## config.mk

```make
export PLATFORM = sky130hd
export DESIGN_NAME = mc_control
export DESIGN_NICKNAME = d
export VERILOG_FILES = /design/src/rtl/mc_pkg.sv /design/src/rtl/mc_control.sv
export SDC_FILE = /design/constraint.sdc
export NUM_CORES = 1
export LEC_CHECK = 0
export CAP_MARGIN = 20
export CORE_AREA = 2 2 53 80
export DETAILED_ROUTE_END_ITERATION = 10
export DIE_AREA = 0 0 55 82
export GPL_TIMING_DRIVEN = 0
export SLEW_MARGIN = 20
export SYNTH_ARGS = -nofsm -noshare
export SYNTH_HDL_FRONTEND = slang
export SYNTH_SLANG_ARGS = --single-unit
```

## constraint.sdc

```tcl
create_clock -name clk -period 2 [get_ports clk]
set_input_delay 0.2 -clock clk [delete_from_list [all_inputs] [get_ports clk]]
set_output_delay 0.2 -clock clk [all_outputs]
set_load 0.005 [all_outputs]
```

## src/rtl/mc_pkg.sv

```systemverilog
// Shared definitions for the multicycle controller: state encodings,
// opcode constants and datapath mux codes.
package mc_pkg;

  localparam int unsigned OP_W  = 6;
  localparam int unsigned ST_W  = 4;
  localparam int unsigned CNT_W = 16;

  typedef enum logic [ST_W-1:0] {
    S_FETCH  = 4'h0,
    S_DECODE = 4'h1,
    S_MEMADR = 4'h2,
    S_MEMRD  = 4'h3,
    S_MEMWB  = 4'h4,
    S_MEMWR  = 4'h5,
    S_EXEC   = 4'h6,
    S_RWB    = 4'h7,
    S_BEQ    = 4'h8,
    S_JUMP   = 4'h9,
    S_ERR    = 4'hA,
    S_RST    = 4'hF
  } state_e;

  localparam logic [OP_W-1:0] OP_LW    = 6'b100011;
  localparam logic [OP_W-1:0] OP_SW    = 6'b101011;
  localparam logic [OP_W-1:0] OP_RTYPE = 6'b000000;
  localparam logic [OP_W-1:0] OP_BEQ   = 6'b000100;
  localparam logic [OP_W-1:0] OP_J     = 6'b000010;

  localparam logic [1:0] PCSRC_ALU    = 2'b00;
  localparam logic [1:0] PCSRC_ALUOUT = 2'b01;
  localparam logic [1:0] PCSRC_JUMP   = 2'b10;
  localparam logic [1:0] PCSRC_REG    = 2'b11;

  localparam logic [1:0] SRCB_REG   = 2'b00;
  localparam logic [1:0] SRCB_FOUR  = 2'b01;
  localparam logic [1:0] SRCB_IMM   = 2'b10;
  localparam logic [1:0] SRCB_SHIMM = 2'b11;

  localparam logic [1:0] ALUOP_ADD   = 2'b00;
  localparam logic [1:0] ALUOP_SUB   = 2'b01;
  localparam logic [1:0] ALUOP_RTYPE = 2'b10;

  // States whose exit to FETCH marks the end of an instruction.
  function automatic logic retires(input state_e s);
    return (s == S_MEMWB) || (s == S_MEMWR) || (s == S_RWB) ||
           (s == S_BEQ)   || (s == S_JUMP);
  endfunction

endpackage

```

## src/rtl/mc_control.sv

```systemverilog
// Multicycle CPU main controller (Moore FSM) with retired-instruction counter.
// Inputs : clk, rst_n, opcode[5:0], memrdy, brn, nflag
// Outputs: datapath strobes (pcwrite .. alusrca), pcsource[1:0], alusrcb[1:0],
//          aluop1/aluop0, sticky err, debug state[3:0], instr_cnt[15:0]
module mc_control
  import mc_pkg::*;
(
  input  logic              clk,
  input  logic              rst_n,
  input  logic [OP_W-1:0]   opcode,
  input  logic              memrdy,
  input  logic              brn,
  input  logic              nflag,
  output logic              pcwrite,
  output logic              pcwritecond,
  output logic              iord,
  output logic              memread,
  output logic              memwrite,
  output logic              memtoreg,
  output logic              irwrite,
  output logic              regwrite,
  output logic              regdst,
  output logic              alusrca,
  output logic [1:0]        pcsource,
  output logic [1:0]        alusrcb,
  output logic              aluop1,
  output logic              aluop0,
  output logic              err,
  output logic [ST_W-1:0]   state,
  output logic [CNT_W-1:0]  instr_cnt
);

  state_e cur, nxt;

  // State register, sticky error flag and retired-instruction counter.
  always_ff @(posedge clk or negedge rst_n) begin
    if (!rst_n) begin
      cur       <= S_RST;
      err       <= 1'b0;
      instr_cnt <= '0;
    end else begin
      cur <= nxt;
      err <= err | (nxt == S_ERR);
      if ((nxt == S_FETCH) && retires(cur))
        instr_cnt <= instr_cnt + CNT_W'(1);
    end
  end

  assign state = ST_W'(cur);

  // Next-state logic and state-decoded controls.
  always_comb begin
    nxt              = cur;
    pcwrite          = 1'b0;
    pcwritecond      = 1'b0;
    iord             = 1'b0;
    memread          = 1'b0;
    memwrite         = 1'b0;
    memtoreg         = 1'b0;
    irwrite          = 1'b0;
    regwrite         = 1'b0;
    regdst           = 1'b0;
    alusrca          = 1'b0;
    pcsource         = PCSRC_ALU;
    alusrcb          = SRCB_REG;
    {aluop1, aluop0} = ALUOP_ADD;

    case (cur)
      S_RST: nxt = S_FETCH;

      S_FETCH: begin
        memread = 1'b1;
        alusrcb = SRCB_FOUR;
        irwrite = memrdy;
        pcwrite = memrdy;
        if (memrdy) nxt = S_DECODE;
      end

      S_DECODE: begin
        alusrcb = SRCB_SHIMM;
        case (opcode)
          OP_LW, OP_SW: nxt = S_MEMADR;
          OP_RTYPE:     nxt = S_EXEC;
          OP_BEQ:       nxt = S_BEQ;
          OP_J:         nxt = S_JUMP;
          default:      nxt = S_ERR;
        endcase
      end

      S_MEMADR: begin
        alusrca = 1'b1;
        alusrcb = SRCB_IMM;
        // opcode[3] separates sw (101011) from lw (100011)
        nxt = opcode[3] ? S_MEMWR : S_MEMRD;
      end

      S_MEMRD: begin
        memread = 1'b1;
        iord    = 1'b1;
        if (memrdy) nxt = S_MEMWB;
      end

      S_MEMWR: begin
        memwrite = 1'b1;
        iord     = 1'b1;
        if (memrdy) nxt = S_FETCH;
      end

      S_MEMWB: begin
        regwrite = 1'b1;
        memtoreg = 1'b1;
        nxt      = S_FETCH;
      end

      S_EXEC: begin
        alusrca          = 1'b1;
        {aluop1, aluop0} = ALUOP_RTYPE;
        nxt              = S_RWB;
      end

      // Branch-on-negative R-type: no register write, jump to register on N.
      S_RWB: begin
        regdst   = 1'b1;
        regwrite = ~brn;
        pcsource = brn ? PCSRC_REG : PCSRC_ALU;
        pcwrite  = brn & nflag;
        nxt      = S_FETCH;
      end

      S_BEQ: begin
        alusrca          = 1'b1;
        {aluop1, aluop0} = ALUOP_SUB;
        pcwritecond      = 1'b1;
        pcsource         = PCSRC_ALUOUT;
        nxt              = S_FETCH;
      end

      S_JUMP: begin
        pcwrite  = 1'b1;
        pcsource = PCSRC_JUMP;
        nxt      = S_FETCH;
      end

      S_ERR: nxt = S_ERR;

      default: nxt = S_ERR;
    endcase
  end

endmodule
```

; ---- Word-level counts from Yosys, hierarchy flattened
; Cells that the tools add are included.
[word_totals]
ff_bits = 21
wordCells = 55
output_inout_bits = 37
[classes]
addsub = 1
bitwise = 3
n_eq_ne = 15
reduce_logical = 13
n_mux = 20
[op_table]
columns = operator, n
row1 = 4-bit one-hot mux with 7 select lines, 1
row2 = "16-bit by 1-bit adder with 16-bit output, second input constant", 1
row3 = "4-bit by 3-bit equality test with 1-bit output, second input constant", 4
row4 = "4-bit equality test, second input constant", 4
row5 = 4-bit one-hot mux with 4 select lines, 1
row6 = "6-bit equality test, second input constant", 2
row7 = 4-bit two-way mux, 3
row8 = 2-bit one-hot mux with 3 select lines, 2
row9 = 1-bit two-way mux, 9
row10 = "4-bit by 2-bit equality test with 1-bit output, second input constant", 2
row11 = 4-bit zero test, 2
row12 = "6-bit by 2-bit equality test with 1-bit output, second input constant", 1
row13 = "6-bit by 3-bit equality test with 1-bit output, second input constant", 1
row14 = 6-bit zero test, 1
row15 = 2-bit OR reduction, 3
row16 = 5-bit OR reduction, 1
row17 = "4-bit by 1-bit equality test with 1-bit output, second input constant", 1
row18 = 1-bit logical OR, 4
row19 = 3-bit two-way mux, 1
row20 = 1-bit one-hot mux with 3 select lines, 1
row21 = 3-bit OR reduction, 1
row22 = 2-bit two-way mux, 1
row23 = 1-bit one-hot mux with 2 select lines, 1
row24 = 1-bit bitwise AND, 1
row25 = 3 further kinds, 3

; ---- Logic depth before layout (Yosys ltp)
; Gate-level depths: netlist of the first run.
[logic_depth]
ltp_word = 6
ltp_mapped = 6
ltp_nobuf = 4

; ---- Worst setup path after synthesis of the first run
; OpenSTA, ideal clock, no wires.
[synth_timing]
kind = register to register
start = reg cur[1] (netlist: state[1])
end = reg instr_cnt[1]
setup_time_ps = 125
arrival_ps = 1530
slack_ps = 345
required_time_ps = 1875
stages_incl_launch_ff = 6
period_less_slack_ps = 1655
cell_sequence = dfstp_2 -> buf_6 -> nor2b_1 -> o31a_4 -> buf_6 -> mux2_2
[synth_between]
elab_chain_len = 6
[synth_lines]
columns = element, line
row1 = "start, declared", mc_control.sv:33  ; state_e cur, nxt;
row2 = "start signal, assigned", mc_control.sv:42  ; cur <= nxt;
row3 = "parallel branches: the longest is 5 deep, another holds 4-bit one-hot mux with 7 select lines", --
row4 = 1-bit logical AND (*), mc_control.sv:44  ; if ((nxt == S_FETCH) && retires(cur))
row5 = "end signal, assigned", mc_control.sv:45  ; instr_cnt <= instr_cnt + CNT_W'(1);
row6 = "end, declared", mc_control.sv:30  ; output logic [CNT_W-1:0] instr_cnt
; Mark *: on every way between the ends.
; A chain may end at the register's enable or synchronous reset.

; ---- Worst setup path after layout of the first run
[layout_timing]
start = reg cur[2] (netlist: state[2])
end = out alusrca
[layout_between]
elab_chain_len = 3
[layout_lines]
columns = element, line
row1 = "4-bit equality test, or another cell as far along", mc_control.sv:68  ; case (cur)
row2 = 3-bit OR reduction (no source line) (*), --
row3 = 1-bit two-way mux (*), mc_control.sv:68
row4 = "end, declared", mc_control.sv:23  ; output logic alusrca,
; Every way passes the cells marked *; elsewhere a longest branch is shown, timed or not.

==> results.yml, run 1 <==
route:
  first_pass_iters: 4
  drc: 0
  vias_per_cell: 5.26
  wl_um: 3700
  dr_total_vias: 1241
  routedWlPerCell_um: 15.7
  ant_nets: 0
  drt_first_iter_violations: 27
sta:
  worst_slew_pin_slew_ns: 0.933
  setup-violations-final: 0
  rsz0062_at_grt: "true"
  slew_headroom_pct: 37.6
  finalClockSkew_ns: 0.00537
  slew_violations: 0
  finalHoldViolations: 0
  min_period_over_period_pct: 99.1
  final.min_clock_period_ns: 1.98
  setup_tns_ns: 0
  clock.fmax_mhz: 504
power:
  p_leak_nw: 0.844
  ir_drop_v: 0.00114
  power_frac_comb_pct: 62.3
  p_clk_share_pct: 10.0
  p_sw_share_pct: 38.8
  powerDensity_mw_per_mm2: 1340
  seq_power_share_pct: 27.7
  p_sw_mw: 1.04
  p_int_mw: 1.65
floorplanning:
  die-area_mm2: 0.00451
  fp.dieH_um: 82
  fp-row-count: 28
  die_w_um: 55
  ios: 48
  core_mm2: 0.00385
  start_util_pct: 33.9
status:
  status: "finished clean"
placement:
  place.gp.congestion: 0.795
  hpwl_um: 2660
  place_inst: 226
  portBuffers: 47
worst_setup_path:
  end_kind: "output pin"
  critPathRequiredTime_ns: 1.80
  r2r_cells: 7
  cp_max_fo: 4
  cp-start-kind: "register"
  crit_arrival_ns: 1.78
  critPathKind: "reg2out"
clocking:
  cts_buffers: 3
  cts_buffer_depth: 2
  path_clk_slew_ns: 0.08
  insertion_delay_ns: 0.25
  postCtsHoldBufs: 0
  cts.sinks: 21
  cts_root_buf: "clkbuf_8"
  htreeDepth: 1
  cts_tree: "done"
global_route:
  overflow: 0
  grt_max_degree: 22
  grt_pass1_vias: 1278
  grt_usage_pct: 17.1
  grt_antenna_before_repair: 0
  grt_pass1_wl_um: 5700
synth:
  avgSynthCellArea_um2: 9.76
  postSynthCellCount: 134
  ys_ff_latch: 21
  yosysSeqAreaShare_pct: 40.6
  synth_edf_count: 0
  synth_area_mm2: 0.00131
  syn_nets: 146
  ys_async_sr_fraction_pct: 100
  synth_ff_type: "dfrtp_1"
  ys_types: 44
  yosysWarnings: 0
min_path:
  min_path_type: "in2async"
layout:
  layout_commonest_cell: "clkdlybuf4s50_1"
  layout.cells.non_filler: 236
  nNetsFinal: 204
  n_antenna_cell: 0
  drive_gt1_share_pct: 22.5
  post-route-util_pct: 52.3
  final_cell_mix: "clkdlybuf4s50_1, dfrtp_1, xor2_1"
  area_delta_synth_final_pct: 54.1
run:
  maxCapViolCount: 0
[through the flow]
step                      hold WS [ns]  area [µm²]  power, mW  setup slack (ns)
after floorplan                -0.0956        1310       1.52             0.345
after global placement           0.460        1830       2.21            -0.128
after detailed placement         0.464        1830       2.23            -0.121
after CTS                        0.475        1990       2.65            0.0121
after global routing             0.498        2010       2.90           -0.0367
final                            0.461        2010       2.69            0.0172
[repair_timing]
action                     4_1_cts  5_1_grt
setup endpoints to repair       16        4
setup buffers                    6        0
gates resized for setup         29        8
[cell usage after synthesis (all sizes together), types with 4 or more instances]
cell	count	area share [%]
a21oi	5	1.9
xnor2	6	4.0
dfrtp	17	33
nand3	8	3.1
nor4	6	3.3
and3	4	1.9
nor3	9	5.0
nand2	8	2.3
xor2	11	7.4
buf	4	2.6
inv	6	1.7
nor2b	4	1.9
nor2	6	1.7
dfstp	4	8.0
[power by group through the flow]
stage          Sequential, mW  Clock (mW)  Combinational (mW)
5_1_grt                 0.770       0.297                1.83
3_3_place_gp            0.743           0                1.46
4_1_cts                 0.738       0.284                1.63
6_report                0.745       0.269                1.68
3_5_place_dp            0.750           0                1.48
2_1_floorplan           0.729           0               0.792
[worst paths after layout]
path / endpoint / slack [ns] / start
worst max-delay path: alusrca / 0.02 / state[2]
worst min-delay path: instr_cnt[6] / 0.46 / rst_n
worst max register to register: instr_cnt[6] / 0.17 / state[2]
worst min register to register: instr_cnt[15] / 0.47 / instr_cnt[15]
max in group asynchronous: instr_cnt[7] / 0.96 / rst_n
min in group clk: instr_cnt[15] / 0.47 / instr_cnt[15]
[registers in the layout, summed over array words and instances, names as in the netlist]
signal and cells:
err 1, instr_cnt 16, state 4
[final cells by class]
type	instances	area, µm²
multi-input cells	100	762
flip-flops and latches	21	531
plain buffers	7	87.6
fillers	377	1840
well taps	45	56.3
clock buffers	3	41.3
inverters	6	22.5
clock inverters	1	5.00
repair buffers	53	509
[per-layer routing]
layer	global-route usage, %	routed length [µm]
met2	34.0	2030
met5	0	0
met1	17.0	1280
met4	5.61	97
met3	2.36	281
[worst max-delay path, cell delays in order, from the launching register on]
cell	delay, ns
dfstp_2	0.40
buf_4	0.15
buf_4	0.13
or3b_4	0.39
a21oi_1	0.19
dlygate4sd2_1	0.26
[logic make-up after synthesis]
| logic type | Yosys count | share of synthesized area, % |
|---|---|---|
| compound gates | 19 | 10.7 |
| mux | 4 | 3.16 |
| buf+inv | 13 | 5.17 |
| fa+ha+maj | 1 | 0.957 |
| xor+xnor | 17 | 11.4 |
| flops | 21 | 40.6 |
| simple gates | 59 | 28.0 |
No activity file was read; power rests on OpenSTA's default activity.
==> run 2, diff against run 1 <==
- SLEW_MARGIN: 20 -> 15
==> results of run 2 <==
Final layout, timing and power as in run 1 (identical DEF).
